===== src/rtl/alarm_trigger.sv =====
// alarm_trigger: compares running HH:MM against the stored alarm time and
// sequences ringing, snooze, stop and ring timeout.
//
// state   | meaning
// --------+-----------------------------------------------------------
// IDLE    | waiting for a fresh enabled time match
// RINGING | buzzer beeping 1 s on / 1 s off, ring timeout running
// SNOOZE  | buzzer silent, snooze timer running before re-ringing
module alarm_trigger #(
  parameter int RING_TIMEOUT_S = 60,
  parameter int SNOOZE_S       = 300,
  parameter int MAX_SNOOZE     = 3
) (
  input  logic       clk,
  input  logic       rst,
  input  logic       sec_tick,
  input  logic [1:0] t_hours_left,
  input  logic [3:0] t_hours_right,
  input  logic [2:0] t_minutes_left,
  input  logic [3:0] t_minutes_right,
  input  logic [1:0] a_hours_left,
  input  logic [3:0] a_hours_right,
  input  logic [2:0] a_minutes_left,
  input  logic [3:0] a_minutes_right,
  input  logic       alarm_on,
  input  logic       set_alarm_en,
  input  logic       stop_button,
  input  logic       snooze_button,
  output logic       buzzer,
  output logic       ringing,
  output logic       snoozing,
  output logic       missed
);

  localparam int RW = $clog2(RING_TIMEOUT_S + 1);
  localparam int SW = $clog2(SNOOZE_S + 1);
  localparam int NW = $clog2(MAX_SNOOZE + 1);

  localparam logic [RW-1:0] RING_LAST = RW'(RING_TIMEOUT_S - 1);
  localparam logic [SW-1:0] SNZ_LAST  = SW'(SNOOZE_S - 1);
  localparam logic [NW-1:0] SNZ_MAX   = NW'(MAX_SNOOZE);

  typedef enum logic [1:0] {
    IDLE    = 2'd0,
    RINGING = 2'd1,
    SNOOZE  = 2'd2
  } state_t;

  state_t        state;
  logic [RW-1:0] ring_cnt;
  logic [SW-1:0] snz_cnt;
  logic [NW-1:0] snooze_cnt;
  logic          beep_phase;
  logic          match_q;

  logic times_equal;
  logic match;
  logic fire;
  logic abort;

  // Match detection and single-shot fire on the rising edge of an enabled match
  always_comb begin
    times_equal = (t_hours_left == a_hours_left) && (t_hours_right == a_hours_right) &&
                  (t_minutes_left == a_minutes_left) && (t_minutes_right == a_minutes_right);
    abort       = ~alarm_on | set_alarm_en;
    match       = ~abort & times_equal;
    fire        = match & ~match_q;
  end

  // Outputs decoded straight from registered state
  always_comb begin
    ringing  = (state == RINGING);
    snoozing = (state == SNOOZE);
    buzzer   = ringing & beep_phase;
  end

  // Alarm sequencer; a button in the same cycle as sec_tick swallows the tick
  always_ff @(posedge clk or negedge rst) begin
    if (!rst) begin
      state      <= IDLE;
      ring_cnt   <= '0;
      snz_cnt    <= '0;
      snooze_cnt <= '0;
      beep_phase <= 1'b1;
      missed     <= 1'b0;
      match_q    <= 1'b0;
    end else begin
      match_q <= match;
      case (state)
        IDLE: begin
          if (fire) begin
            state      <= RINGING;
            ring_cnt   <= '0;
            snooze_cnt <= '0;
            beep_phase <= 1'b1;
            missed     <= 1'b0;
          end else if (stop_button) begin
            missed <= 1'b0;
          end
        end
        RINGING: begin
          if (abort || stop_button) begin
            state <= IDLE;
          end else if (snooze_button) begin
            if (snooze_cnt < SNZ_MAX) begin
              state      <= SNOOZE;
              snooze_cnt <= snooze_cnt + 1'b1;
              snz_cnt    <= '0;
            end
          end else if (sec_tick) begin
            if (ring_cnt == RING_LAST) begin
              state  <= IDLE;
              missed <= 1'b1;
            end else begin
              ring_cnt   <= ring_cnt + 1'b1;
              beep_phase <= ~beep_phase;
            end
          end
        end
        SNOOZE: begin
          if (abort || stop_button) begin
            state <= IDLE;
          end else if (snooze_button) begin
            // snooze is meaningless here; the press is simply dropped
          end else if (sec_tick) begin
            if (snz_cnt == SNZ_LAST) begin
              state      <= RINGING;
              ring_cnt   <= '0;
              beep_phase <= 1'b1;
            end else begin
              snz_cnt <= snz_cnt + 1'b1;
            end
          end
        end
        default: state <= IDLE;
      endcase
    end
  end

endmodule


===== config.mk =====
export PLATFORM = sky130hd
export DESIGN_NAME = alarm_trigger
export DESIGN_NICKNAME = d
export VERILOG_FILES = /design/src/rtl/alarm_trigger.sv
export SDC_FILE = /design/constraint.sdc
export NUM_CORES = 1
export LEC_CHECK = 0
export ABC_AREA = 1
export CORE_MARGIN = 4
export CORE_UTILIZATION = 50
export CTS_CLUSTER_SIZE = 8
export DETAILED_ROUTE_END_ITERATION = 10
export PLACE_DENSITY = 0.79
export SLEW_MARGIN = 20
export SYNTH_ARGS = -nofsm -noshare
export SYNTH_HDL_FRONTEND = slang
export SYNTH_SLANG_ARGS = --single-unit

===== constraint.sdc =====
create_clock -name clk -period 1.8 [get_ports clk]
set_input_delay 0.36 -clock clk [delete_from_list [all_inputs] [get_ports clk]]
set_output_delay 0.36 -clock clk [all_outputs]
set_load 0.01 [all_outputs]

==> Yosys cells after proc, flatten, opt, wreduce, memory -nomap -nowiden <==
Index checks and enable logic that the tools add are counted.
{ "classes": {"n_reduce_logical": 13, "n_addsub": 3, "order_cmp": 1, "n_mux": 51, "n_eq_ne": 28, "bitwise_logic": 8} }
{ "ops": {"columns": ["operator", "count"], "rows": [
  ["two-way mux 9 bit", 7],
  ["two-way mux 6 bit", 9],
  ["two-way mux 2 bit", 14],
  ["inequality test 2 bit, second input constant", 10],
  ["case mux 6 bit (3 select lines)", 1],
  ["case mux 9 bit (2 select lines)", 1],
  ["two-way mux 1 bit", 15],
  ["AND reduction 10 bit", 1],
  ["adder 9 x 1 -> 9 bit, second input constant", 1],
  ["equality test 9 bit, second input constant", 1],
  ["equality test 4 bit", 2],
  ["inequality test 4 x 2 -> 1 bit, second input constant", 2],
  ["AND reduction 8 bit", 1],
  ["AND reduction 7 bit", 1],
  ["adder 6 x 1 -> 6 bit, second input constant", 1],
  ["equality test 6 bit, second input constant", 1],
  ["inequality test 2 x 1 -> 1 bit, second input constant", 3],
  ["inequality test 3 x 2 -> 1 bit, second input constant", 2],
  ["case mux 2 bit (3 select lines)", 1],
  ["AND reduction 6 bit", 1],
  ["AND reduction 5 bit", 1],
  ["inequality test 4 x 3 -> 1 bit, second input constant", 1],
  ["inverter 1 bit", 4],
  ["case mux 2 bit (2 select lines)", 1],
  ["17 further kinds", 22]
]} }
{ "totals": {"ff_bits": 22, "inputBits": 33, "output_inout_bits": 4, "elab_cells": 111} }

==> Longest topological paths before layout <==
{ "logic_depth": {"depth_word": 8, "ltp_mapped": 12, "depth_no_buf": 12} }

==> Worst setup path after synthesis <==
Ideal clock, no wire load.
{ "synth_timing": {"kind": "reg2reg", "from": "register snz_cnt[0]", "to": "register ring_cnt[0]", "arrival_ps": 1433, "path_stages_with_launch": 11, "required_ps": 1683, "n_path_buf": 0, "slack_ps": 250, "setup_ps": 117, "period_less_slack_ps": 1550, "cell_sequence": "dfrtp_1 -> ha_1 -> nand2_1 -> nor3_1 -> nand2_1 -> nand2_1 -> nand2_1 -> a21oi_4 -> nand3_2 -> nand2_1 -> nand2_1"} }
{ "synth_via": {"elab_chain_cells": 3} }
{ "synth_lines": {"columns": ["element", "line_no", "source"], "rows": [
  ["start: declaration", "51", "logic [SW-1:0] snz_cnt;"],
  ["start signal: assignment", "131", "snz_cnt <= snz_cnt + 1'b1;"],
  ["equality test 9 bit", "126", "if (snz_cnt == SNZ_LAST) begin"],
  ["inequality test 2 x 1 -> 1 bit (no source line)", null, null],
  ["AND reduction 10 bit (no source line)", null, null],
  ["end signal: assignment", "115", "ring_cnt <= ring_cnt + 1'b1;"],
  ["end: declaration", "50", "logic [RW-1:0] ring_cnt;"]
]} }
No other way between the ends.
A chain may end at the register's enable or synchronous reset.

==> Worst setup path after layout <==
{ "layout_timing": {"from": "register state[1]", "to": "output port buzzer"} }
{ "layout_via": {"elab_chain_cells": 2} }
{ "layout_lines": {"columns": ["element", "line_no", "source"], "rows": [
  ["start: declaration", "49", "state_t state;"],
  ["start signal: assignment", "80", "state <= IDLE;"],
  ["start signal: assignment", "92", "state <= RINGING;"],
  ["start signal: assignment", "103", "state <= IDLE;"],
  ["equality test 2 x 1 -> 1 bit", "72", "ringing = (state == RINGING);"],
  ["AND 1 bit", "74", "buzzer = ringing & beep_phase;"],
  ["end: declaration", "29", "output logic buzzer,"]
]} }
No other way between the ends.

==> impl_metrics.xml <==
<?xml version="1.0" encoding="UTF-8"?>
<metrics>
  <group name="setup_path">
    <metric name="worst-r2r-setup-slack" unit="ps">130</metric>
    <metric name="critical_path.startpoint_type" unit="">flop</metric>
    <metric name="worst-endpoint-arrival" unit="ps">1330</metric>
    <metric name="timing.critical_path.required" unit="ps">1440</metric>
    <metric name="classification_of_the_worst_setup_path" unit="">reg -&gt; out</metric>
    <metric name="type_of_destination_of_the_critical_path" unit="">output port</metric>
    <metric name="critical_path.reg2reg.endpoint" unit="">ring_cnt[4]</metric>
    <metric name="critical_path.max_fanout" unit="">5</metric>
    <metric name="rr_worst_depth" unit="">10</metric>
    <metric name="crit_path_top_delay_cell" unit="">sky130_fd_sc_hd__dfrtp_1</metric>
    <metric name="timing.critical_path.cells" unit="">inv_2 -&gt; nand2_4 -&gt; inv_2 -&gt; nand2_1 -&gt; inv_1 -&gt; dlygate4sd2_1</metric>
    <metric name="setup.worst_path.start" unit="">state[1]</metric>
    <metric name="crit_path_end" unit="">buzzer</metric>
    <metric name="regToRegStartpoint" unit="">snz_cnt[1]</metric>
    <metric name="critical-path-top-cell-by-count" unit="">sky130_fd_sc_hd__inv_2</metric>
    <metric name="critical_path.max_stage_delay" unit="ps">420</metric>
  </group>
  <group name="clock_network">
    <metric name="cts_root_buf" unit="">sky130_fd_sc_hd__clkbuf_4</metric>
    <metric name="cts_tree" unit="">yes</metric>
    <metric name="cts_inserted_buffers" unit="">3</metric>
    <metric name="depth_of_the_cts_h_tree" unit="">1</metric>
    <metric name="clkLatencyLatePin" unit="ps">320</metric>
    <metric name="clock_tree.buffer_depth" unit="">2</metric>
    <metric name="numClockSinks" unit="">22</metric>
    <metric name="cts.reportedPaths.clkPinSlew" unit="ps">130</metric>
  </group>
  <group name="floorplanning">
    <metric name="num_rows" unit="">21</metric>
    <metric name="core" unit="um2">3363</metric>
    <metric name="fp.dieW" unit="um">67.30</metric>
    <metric name="pin_count" unit="">37</metric>
    <metric name="initial_core_util" unit="%">52.27</metric>
    <metric name="die_height" unit="um">67.30</metric>
    <metric name="dieArea" unit="um2">4529</metric>
  </group>
  <group name="final_layout">
    <metric name="final_nets" unit="">377</metric>
    <metric name="drive_gt1_share" unit="%">16.47</metric>
    <metric name="multi_input_comb_area" unit="um2">1050</metric>
    <metric name="sequential_cell_area" unit="um2">553.0</metric>
    <metric name="most-common-layout-cells" unit="">sky130_fd_sc_hd__nand2_1, sky130_fd_sc_hd__inv_1, sky130_fd_sc_hd__clkdlybuf4s50_1, sky130_fd_sc_hd__buf_4, sky130_fd_sc_hd__nor2_1</metric>
    <metric name="diodes" unit="">0</metric>
    <metric name="fill_cells" unit="">320</metric>
    <metric name="layout.core_utilization" unit="%">72.69</metric>
    <metric name="area_growth_syn_to_layout" unit="%">39.07</metric>
    <metric name="final_common_cell" unit="">sky130_fd_sc_hd__nand2_1</metric>
  </group>
  <group name="global_route">
    <metric name="grt_antenna_before_repair" unit="">0</metric>
    <metric name="grt_overflow_total" unit="">0</metric>
    <metric name="wire_length_of_the_first_global_routing_pass" unit="um">6962</metric>
    <metric name="globalRouteTotalUtil" unit="%">19.52</metric>
    <metric name="number_of_global_route_vias_before_repair" unit="">1691</metric>
    <metric name="grt_max_degree" unit="">23</metric>
  </group>
  <group name="routing">
    <metric name="via_per_inst" unit="">4.927</metric>
    <metric name="wirelength_met1" unit="um">1873</metric>
    <metric name="wl" unit="um">4293</metric>
    <metric name="wire_length_on_met3" unit="um">243</metric>
    <metric name="top_layer_used" unit="">met4</metric>
    <metric name="detailroute.wirelength.met2" unit="um">2169</metric>
    <metric name="first_pass_iters" unit="">4</metric>
    <metric name="detailedRoute.firstIterationViolations" unit="">113</metric>
    <metric name="drt.antenna.violating_nets" unit="">0</metric>
    <metric name="routedWlPerCell" unit="um">11.12</metric>
    <metric name="vias" unit="">1902</metric>
    <metric name="drc_errors" unit="">0</metric>
  </group>
  <group name="sta">
    <metric name="final.min_clock_period" unit="ps">1687</metric>
    <metric name="fin_crit_sh" unit="%">93.75</metric>
    <metric name="slew_violations" unit="">0</metric>
    <metric name="finalHoldWorstSlack" unit="ps">380.0</metric>
    <metric name="timing.fmax" unit="MHz">592.6</metric>
    <metric name="worst_pin_slew" unit="ps">333.9</metric>
    <metric name="rsz_0062_raised_after_global_routing" unit="">no</metric>
    <metric name="final.setup.worst_slack" unit="ps">112.5</metric>
    <metric name="timing.max_slew.rel_slack" unit="%">77.50</metric>
    <metric name="finalClockSkew" unit="ps">14.95</metric>
    <metric name="hold_viol_final" unit="">0</metric>
    <metric name="final-setup-viol-count" unit="">0</metric>
    <metric name="setup_total_neg_slack" unit="ps">0</metric>
  </group>
  <group name="pwr">
    <metric name="cellLeakagePower" unit="uW">0.001257</metric>
    <metric name="vdd_ir_drop_max" unit="V">0.0007239</metric>
    <metric name="power.density" unit="nW/um2">961.4</metric>
  </group>
  <group name="status">
    <metric name="outcome" unit="">complete, no violations</metric>
  </group>
  <group name="synthesis">
    <metric name="synth_nets" unit="">307</metric>
    <metric name="ys_types" unit="">29</metric>
    <metric name="post_synthesis_cell_area" unit="um2">1758</metric>
    <metric name="part_of_the_yosys_area_used_for_sequential_elements" unit="%">31.39</metric>
    <metric name="syn-mean-instance-area" unit="um2">6.487</metric>
    <metric name="count_of_yosys_warnings_during_synthesis" unit="">0</metric>
    <metric name="post_synth_inst_count" unit="">271</metric>
    <metric name="synthesized_flop_and_latch_total" unit="">22</metric>
  </group>
  <group name="run">
    <metric name="max-cap-violations" unit="">0</metric>
  </group>
  <group name="hold_path">
    <metric name="worst_hold_path_type" unit="">in -&gt; async</metric>
  </group>
  <group name="placed_design">
    <metric name="number_of_buffers_added_on_ports" unit="">36</metric>
    <metric name="detailedPlace.worstSlack" unit="ps">-283.6</metric>
    <metric name="gpl_wtd_cong" unit="">0.9460</metric>
    <metric name="detailed_place_hpwl" unit="um">3457</metric>
  </group>
</metrics>
-- metrics by stage --
| step | cell area [um2] | power [uW] | cells |
|---|---|---|---|
| after floorplan | 1758 | 1542 | 271 |
| after global placement | 2376 | 1997 | 380 |
| after detailed placement | 2376 | 2030 | 380 |
| after CTS | 2407 | 2274 | 385 |
| after global routing | 2445 | 2541 | 386 |
| final | 2445 | 2350 | 386 |
-- how the worst min path moves through the flow --
stage | from | end | slack, ps
after floorplan | rst | match_q | 60
after global placement | beep_phase | beep_phase | 450
after detailed placement | beep_phase | beep_phase | 460
after CTS | rst | snz_cnt[2] | 390
after global routing | rst | snz_cnt[2] | 380
final | rst | snz_cnt[2] | 380
-- flip-flops by register name, summed over array words and instances, names as in the netlist --
| name | flops |
|---|---|
| match_q | 1 |
| snz_cnt | 9 |
| beep_phase | 1 |
| missed | 1 |
| state | 2 |
| ring_cnt | 6 |
| snooze_cnt | 2 |
-- critical path, delay by kind of cell, from the launching register on --
| family | cells | cell delay (ps) |
|---|---|---|
| buf+inv | 4 | 470 |
| simple gates | 2 | 120 |
| flops | 1 | 420 |
-- cells in the mapped netlist --
cell                          n  area, um2
sky130_fd_sc_hd__a21oi_1      8      40.04
sky130_fd_sc_hd__a21oi_2      1      8.760
sky130_fd_sc_hd__a21oi_4      1      16.27
sky130_fd_sc_hd__buf_2        2      10.01
sky130_fd_sc_hd__buf_6        2      22.52
sky130_fd_sc_hd__dfrtp_1     21      525.5
sky130_fd_sc_hd__dfstp_2      1      26.28
sky130_fd_sc_hd__ha_1         3      37.54
sky130_fd_sc_hd__inv_1       39      146.4
sky130_fd_sc_hd__inv_2        2      7.510
sky130_fd_sc_hd__nand2_1    101      379.1
sky130_fd_sc_hd__nand2_4      2      22.52
sky130_fd_sc_hd__nand3_1     10      50.05
sky130_fd_sc_hd__nand3_2      1      10.01
sky130_fd_sc_hd__nand3_4      1      17.52
sky130_fd_sc_hd__nand3b_1     1      7.510
sky130_fd_sc_hd__nand4_1     13      81.33
sky130_fd_sc_hd__nor2_1      29      108.9
sky130_fd_sc_hd__nor2_4       2      22.52
sky130_fd_sc_hd__nor3_1       6      30.03
sky130_fd_sc_hd__nor4_1       1      6.260
sky130_fd_sc_hd__o2111ai_1    1      8.760
sky130_fd_sc_hd__o21ai_0      6      30.03
sky130_fd_sc_hd__o21ai_1      2      10.01
sky130_fd_sc_hd__o21ai_2      2      17.52
sky130_fd_sc_hd__o21ai_4      1      16.27
sky130_fd_sc_hd__o31ai_1      5      37.54
sky130_fd_sc_hd__xnor2_1      3      26.28
sky130_fd_sc_hd__xor2_1       4      35.03
-- area by class of cell --
class	count	share of cell area, %
sequential	22	22.62
clock buffer	4	1.075
inverter	41	6.295
tap	46	2.354
multi-input combinational	204	42.94
timing repair buffer	69	24.72
-- where the power goes --
part / switching (uW) / internal (uW)
Clock: 157 / 86.6
Sequential: 91.0 / 603
Combinational: 814 / 600
-- per-layer routing --
layer  global-route usage [%]  vias to the layer above
li1                         -                     1003
met2                    35.34                       62
met1                    25.00                      835
met5                        0                        -
met3                    3.494                        2
met4                    1.772                        0
-- cell families after synthesis --
kind of cell	Yosys count	share of synthesized area (%)
flops	22	31.39
xor+xnor	7	3.488
simple gates	167	41.85
fa+ha+maj	3	2.135
buf+inv	45	10.61
compound gates	27	10.54
-- what timing repair did --
| item | CTS | global route |
|---|---|---|
| resized for setup | 4 | 7 |
| hold buffers | 0 | 0 |
| setup endpoints to repair | 3 | 14 |
| setup buffers | 1 | 1 |
| pin swaps | 0 | 1 |
Note: power is estimated with default switching activity, not from simulation.
